[config.mk]
export PLATFORM = sky130hd
export DESIGN_NAME = mem_port_arbiter
export DESIGN_NICKNAME = d
export VERILOG_FILES = /design/src/rtl/mem_port_arbiter_pkg.sv /design/src/rtl/mem_port_arbiter_access_timer.sv /design/src/rtl/mem_port_arbiter.sv
export SDC_FILE = /design/constraint.sdc
export NUM_CORES = 1
export LEC_CHECK = 0
export CORE_ASPECT_RATIO = 0.7
export CORE_UTILIZATION = 37
export CTS_CLUSTER_DIAMETER = 100
export DETAILED_ROUTE_END_ITERATION = 6
export PLACE_DENSITY_LB_ADDON = 0.12
export SKIP_CTS_REPAIR_TIMING = 1
export SLEW_MARGIN = 20
export SYNTH_ARGS = -nofsm -noshare
export SYNTH_HDL_FRONTEND = slang
export SYNTH_SLANG_ARGS = --single-unit
[constraint.sdc]
create_clock -name clk -period 2.1 [get_ports clk]
set_clock_uncertainty 0.15 [all_clocks]
set_input_delay 0.42 -clock clk [delete_from_list [all_inputs] [get_ports clk]]
set_output_delay 0.42 -clock clk [all_outputs]
set_load 0.01 [all_outputs]
[src/rtl/mem_port_arbiter_pkg.sv]
// Shared definitions for the unified-memory port arbiter.
// Holds the FSM state encoding, default timing parameters and counter widths.
package mem_port_arbiter_pkg;

    typedef enum logic [1:0] {
        StIdle  = 2'd0,
        StBusyI = 2'd1,
        StBusyD = 2'd2
    } arb_state_e;

    localparam int unsigned MemLatDefault    = 2;
    localparam int unsigned StarveMaxDefault = 4;

    // lat_cnt covers MEM_LAT-1 for MEM_LAT up to 15
    localparam int unsigned LatCntW    = 4;
    localparam int unsigned StarveCntW = 3;

endpackage

[src/rtl/mem_port_arbiter_access_timer.sv]
// access_timer: per-access latency counter for the memory port arbiter.
// Ports:
//   clk      - clock
//   rst      - asynchronous active-low reset
//   load     - load load_val (asserted on the grant cycle)
//   load_val - initial count, MEM_LAT-1
//   zero     - high when the count has reached zero (final access cycle)
module access_timer
    import mem_port_arbiter_pkg::*;
(
    input  logic               clk,
    input  logic               rst,
    input  logic               load,
    input  logic [LatCntW-1:0] load_val,
    output logic               zero
);

    logic [LatCntW-1:0] lat_cnt_q;
    logic [LatCntW-1:0] lat_cnt_d;

    always_comb begin
        lat_cnt_d = lat_cnt_q;
        if (load) begin
            lat_cnt_d = load_val;
        end else if (lat_cnt_q != '0) begin
            lat_cnt_d = lat_cnt_q - 1'b1;
        end
    end

    always_ff @(posedge clk or negedge rst) begin
        if (!rst) begin
            lat_cnt_q <= '0;
        end else begin
            lat_cnt_q <= lat_cnt_d;
        end
    end

    assign zero = (lat_cnt_q == '0);

endmodule

[src/rtl/mem_port_arbiter.sv]
// mem_port_arbiter: shares one unified memory between instruction fetch and
// data accesses. Data wins ties unless the fetch has been passed over
// STARVE_MAX consecutive times. One access is in flight at a time and an IDLE
// bubble separates consecutive accesses.
// Ports:
//   clk, rst                      - clock, asynchronous active-low reset
//   if_req/if_addr                - fetch request and address (held until if_ack)
//   if_ack/if_rdata               - fetch completion pulse and instruction word
//   dm_req/dm_we/dm_addr/dm_wdata - data request (held until dm_ack)
//   dm_ack/dm_rdata               - data completion pulse and load data
//   mem_en/mem_we/mem_addr/mem_wdata, mem_rdata - unified memory port
//   stall_if, stall_mem           - pipeline stall requests
module mem_port_arbiter
    import mem_port_arbiter_pkg::*;
#(
    parameter int unsigned MEM_LAT    = MemLatDefault,
    parameter int unsigned STARVE_MAX = StarveMaxDefault
) (
    input  logic        clk,
    input  logic        rst,

    input  logic        if_req,
    input  logic [31:0] if_addr,
    output logic        if_ack,
    output logic [31:0] if_rdata,

    input  logic        dm_req,
    input  logic        dm_we,
    input  logic [31:0] dm_addr,
    input  logic [31:0] dm_wdata,
    output logic        dm_ack,
    output logic [31:0] dm_rdata,

    output logic        mem_en,
    output logic        mem_we,
    output logic [31:0] mem_addr,
    output logic [31:0] mem_wdata,
    input  logic [31:0] mem_rdata,

    output logic        stall_if,
    output logic        stall_mem
);

    localparam logic [LatCntW-1:0]    LatLoad   = LatCntW'(MEM_LAT - 1);
    localparam logic [StarveCntW-1:0] StarveMax = StarveCntW'(STARVE_MAX);

    arb_state_e            state_q;
    arb_state_e            state_d;
    logic [StarveCntW-1:0] starve_q;
    logic [StarveCntW-1:0] starve_d;
    logic                  grant_i;
    logic                  grant_d;
    logic                  lat_zero;

    logic                  mem_en_q;
    logic                  mem_we_q;
    logic [31:0]           mem_addr_q;
    logic [31:0]           mem_wdata_q;

    // Grant decision, only meaningful in IDLE.
    always_comb begin
        grant_i = 1'b0;
        grant_d = 1'b0;
        if (state_q == StIdle) begin
            if (dm_req && !(if_req && (starve_q == StarveMax))) begin
                grant_d = 1'b1;
            end else if (if_req) begin
                grant_i = 1'b1;
            end
        end
    end

    // State register
    always_ff @(posedge clk or negedge rst) begin
        if (!rst) begin
            state_q <= StIdle;
        end else begin
            state_q <= state_d;
        end
    end

    // Next-state logic
    always_comb begin
        state_d = state_q;
        unique case (state_q)
            StIdle: begin
                if (grant_d) begin
                    state_d = StBusyD;
                end else if (grant_i) begin
                    state_d = StBusyI;
                end
            end
            StBusyI, StBusyD: begin
                if (lat_zero) begin
                    state_d = StIdle;
                end
            end
            default: state_d = StIdle;
        endcase
    end

    // Outputs: acks fire in the final cycle of the access
    always_comb begin
        if_ack = (state_q == StBusyI) && lat_zero;
        dm_ack = (state_q == StBusyD) && lat_zero;
    end

    access_timer u_access_timer (
        .clk      (clk),
        .rst      (rst),
        .load     (grant_i | grant_d),
        .load_val (LatLoad),
        .zero     (lat_zero)
    );

    // Starvation counter: counts data grants that bypassed a waiting fetch.
    always_comb begin
        starve_d = starve_q;
        if (grant_i) begin
            starve_d = '0;
        end else if (grant_d) begin
            if (!if_req) begin
                starve_d = '0;
            end else if (starve_q >= StarveMax) begin
                starve_d = StarveMax;
            end else begin
                starve_d = starve_q + 1'b1;
            end
        end
    end

    always_ff @(posedge clk or negedge rst) begin
        if (!rst) begin
            starve_q <= '0;
        end else begin
            starve_q <= starve_d;
        end
    end

    // Memory port registers: loaded on grant, held while busy, enable dropped
    // after the ack cycle.
    always_ff @(posedge clk or negedge rst) begin
        if (!rst) begin
            mem_en_q    <= 1'b0;
            mem_we_q    <= 1'b0;
            mem_addr_q  <= '0;
            mem_wdata_q <= '0;
        end else if (grant_d) begin
            mem_en_q    <= 1'b1;
            mem_we_q    <= dm_we;
            mem_addr_q  <= dm_addr;
            mem_wdata_q <= dm_wdata;
        end else if (grant_i) begin
            mem_en_q    <= 1'b1;
            mem_we_q    <= 1'b0;
            mem_addr_q  <= if_addr;
        end else if (if_ack || dm_ack) begin
            mem_en_q    <= 1'b0;
            mem_we_q    <= 1'b0;
        end
    end

    assign mem_en    = mem_en_q;
    assign mem_we    = mem_we_q;
    assign mem_addr  = mem_addr_q;
    assign mem_wdata = mem_wdata_q;

    assign if_rdata  = mem_rdata;
    assign dm_rdata  = mem_rdata;

    assign stall_if  = if_req & ~if_ack;
    assign stall_mem = dm_req & ~dm_ack;

endmodule
### Word-level counts from Yosys, hierarchy flattened

Cells that the tools add are included.

* register bits after elaboration: 75
* input port bits: 133
* logic and storage cells: 56

* reduce and logical (&&, ||, !) cells: 14
* $add $sub $neg: 2
* bitwise logic cells: 5
* muxes and demuxes: 22
* equality and inequality tests: 5
* $lt $le $gt $ge: 1

Operators by type and width (number)
* $mux 32: 2
* $mux 3: 4
* $mux 1: 10
* $mux 4: 2
* $mux 2: 3
* $logic_and 1x1->1: 4
* $logic_not 4->1: 1
* $pmux 2 s2: 1
* $reduce_bool 2->1: 2
* $reduce_bool 4->1: 1
* $sub 4x1->4 const B: 1
* $add 3x1->3 const B: 1
* $eq 3x3->1 const B: 1
* $ge 3x3->1 const B: 1
* $ne 3x3->1 const B: 1
* $reduce_bool 3->1: 1
* $and 1x1->1: 2
* $eq 2x1->1 const B: 1
* $eq 2x2->1 const B: 1
* $logic_not 2->1: 1
* $ne 2x2->1 const B: 1
* $not 1->1: 2
* $reduce_and 2->1: 1
* $reduce_or 2->1: 1
* 3 further kinds: 3

### Logic depth before layout (Yosys ltp)

* depth in word-level cells: 9
* depth in mapped cells: 8
* depth with buffers taken out: 5

### Hierarchy

From an unflattened synthesis, not the netlist that was laid out.

* cells, all modules: 309
* area, all modules: 3767.4 µm²

By module, submodules not included
* mem_port_arbiter: sequential area each 1776.7 µm², cells an instance 287, area each 3533.4 µm², instances 1
* access_timer: sequential area each 100.1 µm², cells an instance 22, area each 234.0 µm², instances 1

### Least setup slack after synthesis

Ideal clock, no wire load.

* path type: register to output
* start: register u_access_timer.lat_cnt_q[0]
* end: output stall_if
* slack: 0.186 ns
* cell stages (with the launch flop): 6
* data arrival time: 1.344 ns
* cell sequence: dfrtp_1 -> inv_1 -> ha_1 -> nor3b_1 -> and2_1 -> nor2b_1

* cells in the longest elaborated chain, start to end: 4

Ends and longest elaborated chain
* start, declared: RTL line mem_port_arbiter_access_timer.sv:18 `logic [LatCntW-1:0] lat_cnt_q;`
* start signal, assigned: RTL line mem_port_arbiter_access_timer.sv:34 `lat_cnt_q <= lat_cnt_d;`
* $logic_not 4->1: RTL line mem_port_arbiter_access_timer.sv:38 `assign zero = (lat_cnt_q == '0);`
* $logic_and 1x1->1: RTL line mem_port_arbiter.sv:104 `if_ack = (state_q == StBusyI) && lat_zero;`
* via if_ack: RTL line mem_port_arbiter.sv:24 `output logic if_ack,`
* $not 1->1: RTL line mem_port_arbiter.sv:171 `assign stall_if = if_req & ~if_ack;`
* $and 1x1->1: RTL line mem_port_arbiter.sv:171
* end, declared: RTL line mem_port_arbiter.sv:40 `output logic stall_if,`

The timed path passes the listed nets, and every way through them passes these cells.

### Worst setup path in the final report

* start: register u_access_timer.lat_cnt_q[1]
* end: output dm_ack

* cells in the longest elaborated chain, start to end: 2

Ends and longest elaborated chain
* $logic_not 4->1: RTL line mem_port_arbiter_access_timer.sv:38
* $logic_and 1x1->1: RTL line mem_port_arbiter.sv:105 `dm_ack = (state_q == StBusyD) && lat_zero;`
* end, declared: RTL line mem_port_arbiter.sv:31 `output logic dm_ack,`

No other way between the ends.

==> run summary <==
Run status: completed
Setup repair after global routing missed its margin: yes
Cells on Worst Hold Path: 1
Initial Utilization: 0.391
# nets final: 643
Post-Synthesis Net Count: 527
Areal power density over the cells: 1450 nW/um2
Startpoint types: flip-flop
Commonest non-fill, non-tap cells in the layout: clkdlybuf4s50_1, dfrtp_1, nor2_1, o21ai_0, a21oi_1
CP peak stage delay: 380 ps
Vias: 3,247
Worst path depth: 5
DIE AREA: 11,600 um2
Most common cell after layout, fill and taps aside: clkdlybuf4s50_1
Internal power of the cells: 5.67 mW
Number of optimization iterations in the first detailed-route pass: 4
Routing usage on met3: 0.0859
Synthesis-stage register bit count: 75
Clock tree from TritonCTS: yes
Worst path top cell family by delay: flip-flops
Maximum level of the CTS H-tree: 3
Remaining routing DRC violations: 0
Max-Slew Margin vs Limit: 0.692
Leakage dissipation: 2.48 nW
Share of layout cells above drive strength 1: 0.175
Final standard cell utilization of the core: 0.562
Setup slack of the worst register-to-register path: 220 ps
NetSw: 2.95 mW
Hold path start: mem_en
Die H: 90.5 um
Worst setup path class: flip-flop to primary output
Worst vdd rail ir drop: 670 uV
Unique masters post-synth: 37
Final period utilization: 0.967
Maximum clock frequency: 492 MHz
Actual transition at the worst max-transition pin: 462 ps
Endpoint type of the worst setup path: primary output
Type of the worst min-delay path: flip-flop to flip-flop
Core region area: 10,600 um2
Root Buffer: clkbuf_16
Number of buffer cells added on primary ports: 170
Initial antenna violation count: 0
GRT Residual Overflow: 0
Setup-violating endpoint count in the final report: 0
Setup TNS: 0 ps
Max_cap viols: 0
Sequential area share after synthesis: 0.454
Avg Vias per Cell: 4.95
Global Route Usage Sum: 0.207
Post-synthesis to final-layout area growth: 44.0%
Synthesized area per cell: 10.7 um2
End point of the worst hold path: mem_en
Critical path's slowest cell: dfrtp_1
Post-DRT Antenna Nets: 0
Routing usage on met1: 0.270
1st-iter DRT viols: 169
Wire length of the first global-routing pass: 18.5 mm
Die boundary width: 128 um
Wire per inst: 17.6 um
Worst path cell trace: inv_2 -> ha_4 -> nor3b_4 -> and2_4 -> dlymetal6s2s_1
Placement row count: 31
Final instance area: 5950 um2
Synthesis warning total: 0
WP buf/inv: 2
Share of total power consumed by net switching: 0.342
Maximum buffer depth of the clock tree: 2
Critical path arrival: 1460 ps
Clock Latency Late Sink: 330 ps
Capture instance of the worst register-to-register path: mem_addr[5]
Number of pins exceeding their max-slew limit in the final report: 0
GR Layer Usage met2: 0.310
Count of antenna diodes in the layout: 0
Clk network pwr share: 0.182
Largest net degree at the start of global routing: 43
GRT Max-Usage Layer: met2
Flop pwr share: 0.300
I/O pin total: 267
Detailed placement HPWL: 7.91 mm
Filler instances: 912
TritonCTS Sinks: 75
Final GP Congestion: 0.779
Cell Area, Synth: 4140 um2
Total clock buffers created by CTS: 9
Reg2reg path depth: 7
Final Hold Viols: 0
Power after layout: 8.63 mW
Number of global-route vias before repair: 3,440
Clock input transition at the sequential cells of the worst setup and hold paths: 50 ps
Combinational fraction of design power: 0.518
Highest fanout seen on the critical path: 3
Post-layout minimum cycle time: 2030 ps
Worst Path Required: 1530 ps
Aggregate routed wire length: 11.5 mm
Synthesized instance count: 387
Cell area after placement: 5600 um2
Worst flop-to-flop path startpoint: state_q[0]
## metrics by stage
step                setup slack [ps]  std cells  hold slack, ps
floorplan                        186        387           -25.6
global placement               -93.2        637             252
detailed placement              -172        637             254
CTS                             -454        653            -101
global route                   -25.2        656             375
finish                          68.5        656             332
## flip-flops by register name (all words and copies together) (netlist names)
name	count
mem_addr	32
mem_wdata	32
u_access_timer.lat_cnt_q	4
starve_q	3
state_q	2
mem_en	1
mem_we	1
## cell families after synthesis
family,after synthesis,synth area share
adder cells (fa/ha/maj),7,0.0212
AO/OA/AOI/OAI,112,0.173
AND/OR/NAND/NOR,56,0.0638
XOR/XNOR,1,0.00212
multiplexers,33,0.115
flip-flops,75,0.454
buffers and inverters,103,0.171
## power groups by stage
stage / Clock (mW) / Combinational [mW] / Sequential (mW)
after floorplan: 0 / 2.09 / 2.87
after global placement: 0 / 4.38 / 2.59
after detailed placement: 0 / 4.44 / 2.59
after CTS: 1.62 / 4.46 / 2.58
after global routing: 1.68 / 4.84 / 2.68
final: 1.57 / 4.47 / 2.59
## routing by layer
metal | wire, um | part of all wire
met1 | 5050 | 0.44
met2 | 5270 | 0.46
met3 | 1060 | 0.092
met4 | 148 | 0.013
met5 | 0 | 0
## worst max path at each step
stage / from / to / slack, ps
4_1_cts: u_access_timer.lat_cnt_q[1] / dm_ack / -450
5_1_grt: u_access_timer.lat_cnt_q[1] / stall_mem / -30
2_1_floorplan: u_access_timer.lat_cnt_q[0] / stall_if / 190
6_report: u_access_timer.lat_cnt_q[1] / dm_ack / 70
3_5_place_dp: dm_req / mem_addr[7] / -170
3_3_place_gp: dm_req / mem_addr[20] / -90
## cells in the mapped netlist, drive strengths merged
cell	instances	area [um2]
a21o	1	7.51
or3b	1	8.76
xnor2	1	8.76
and3	1	11.3
inv	10	37.5
a22oi	2	15.0
nor3b	1	7.51
a21oi	33	165
and2	2	12.5
nand2	4	15.0
nor3	1	5.00
dfrtp	75	1880
ha	7	87.6
o21a	1	7.51
o22ai	1	6.26
a22o	1	8.76
clkbuf	15	58.8
nor2b	4	25.0
mux2i	1	10.0
a32o	2	20.0
nor2	39	163
mux2	32	465
a211oi	1	7.51
a41oi	32	280
nand3	2	10.0
buf	78	612
nand2b	1	6.26
o2bb2ai	1	8.76
o21ai	37	189
## layout make-up
class / count / area [um2] / area share
sequential: 75 / 1880 / 0.315
tap: 148 / 185 / 0.0311
inverter: 10 / 37.5 / 0.00630
clock inverter: 6 / 63.8 / 0.0107
multi-input combinational: 209 / 1580 / 0.266
clock buffer: 10 / 239 / 0.0401
timing repair buffer: 198 / 1970 / 0.331
(Power assumes the default switching activity.)
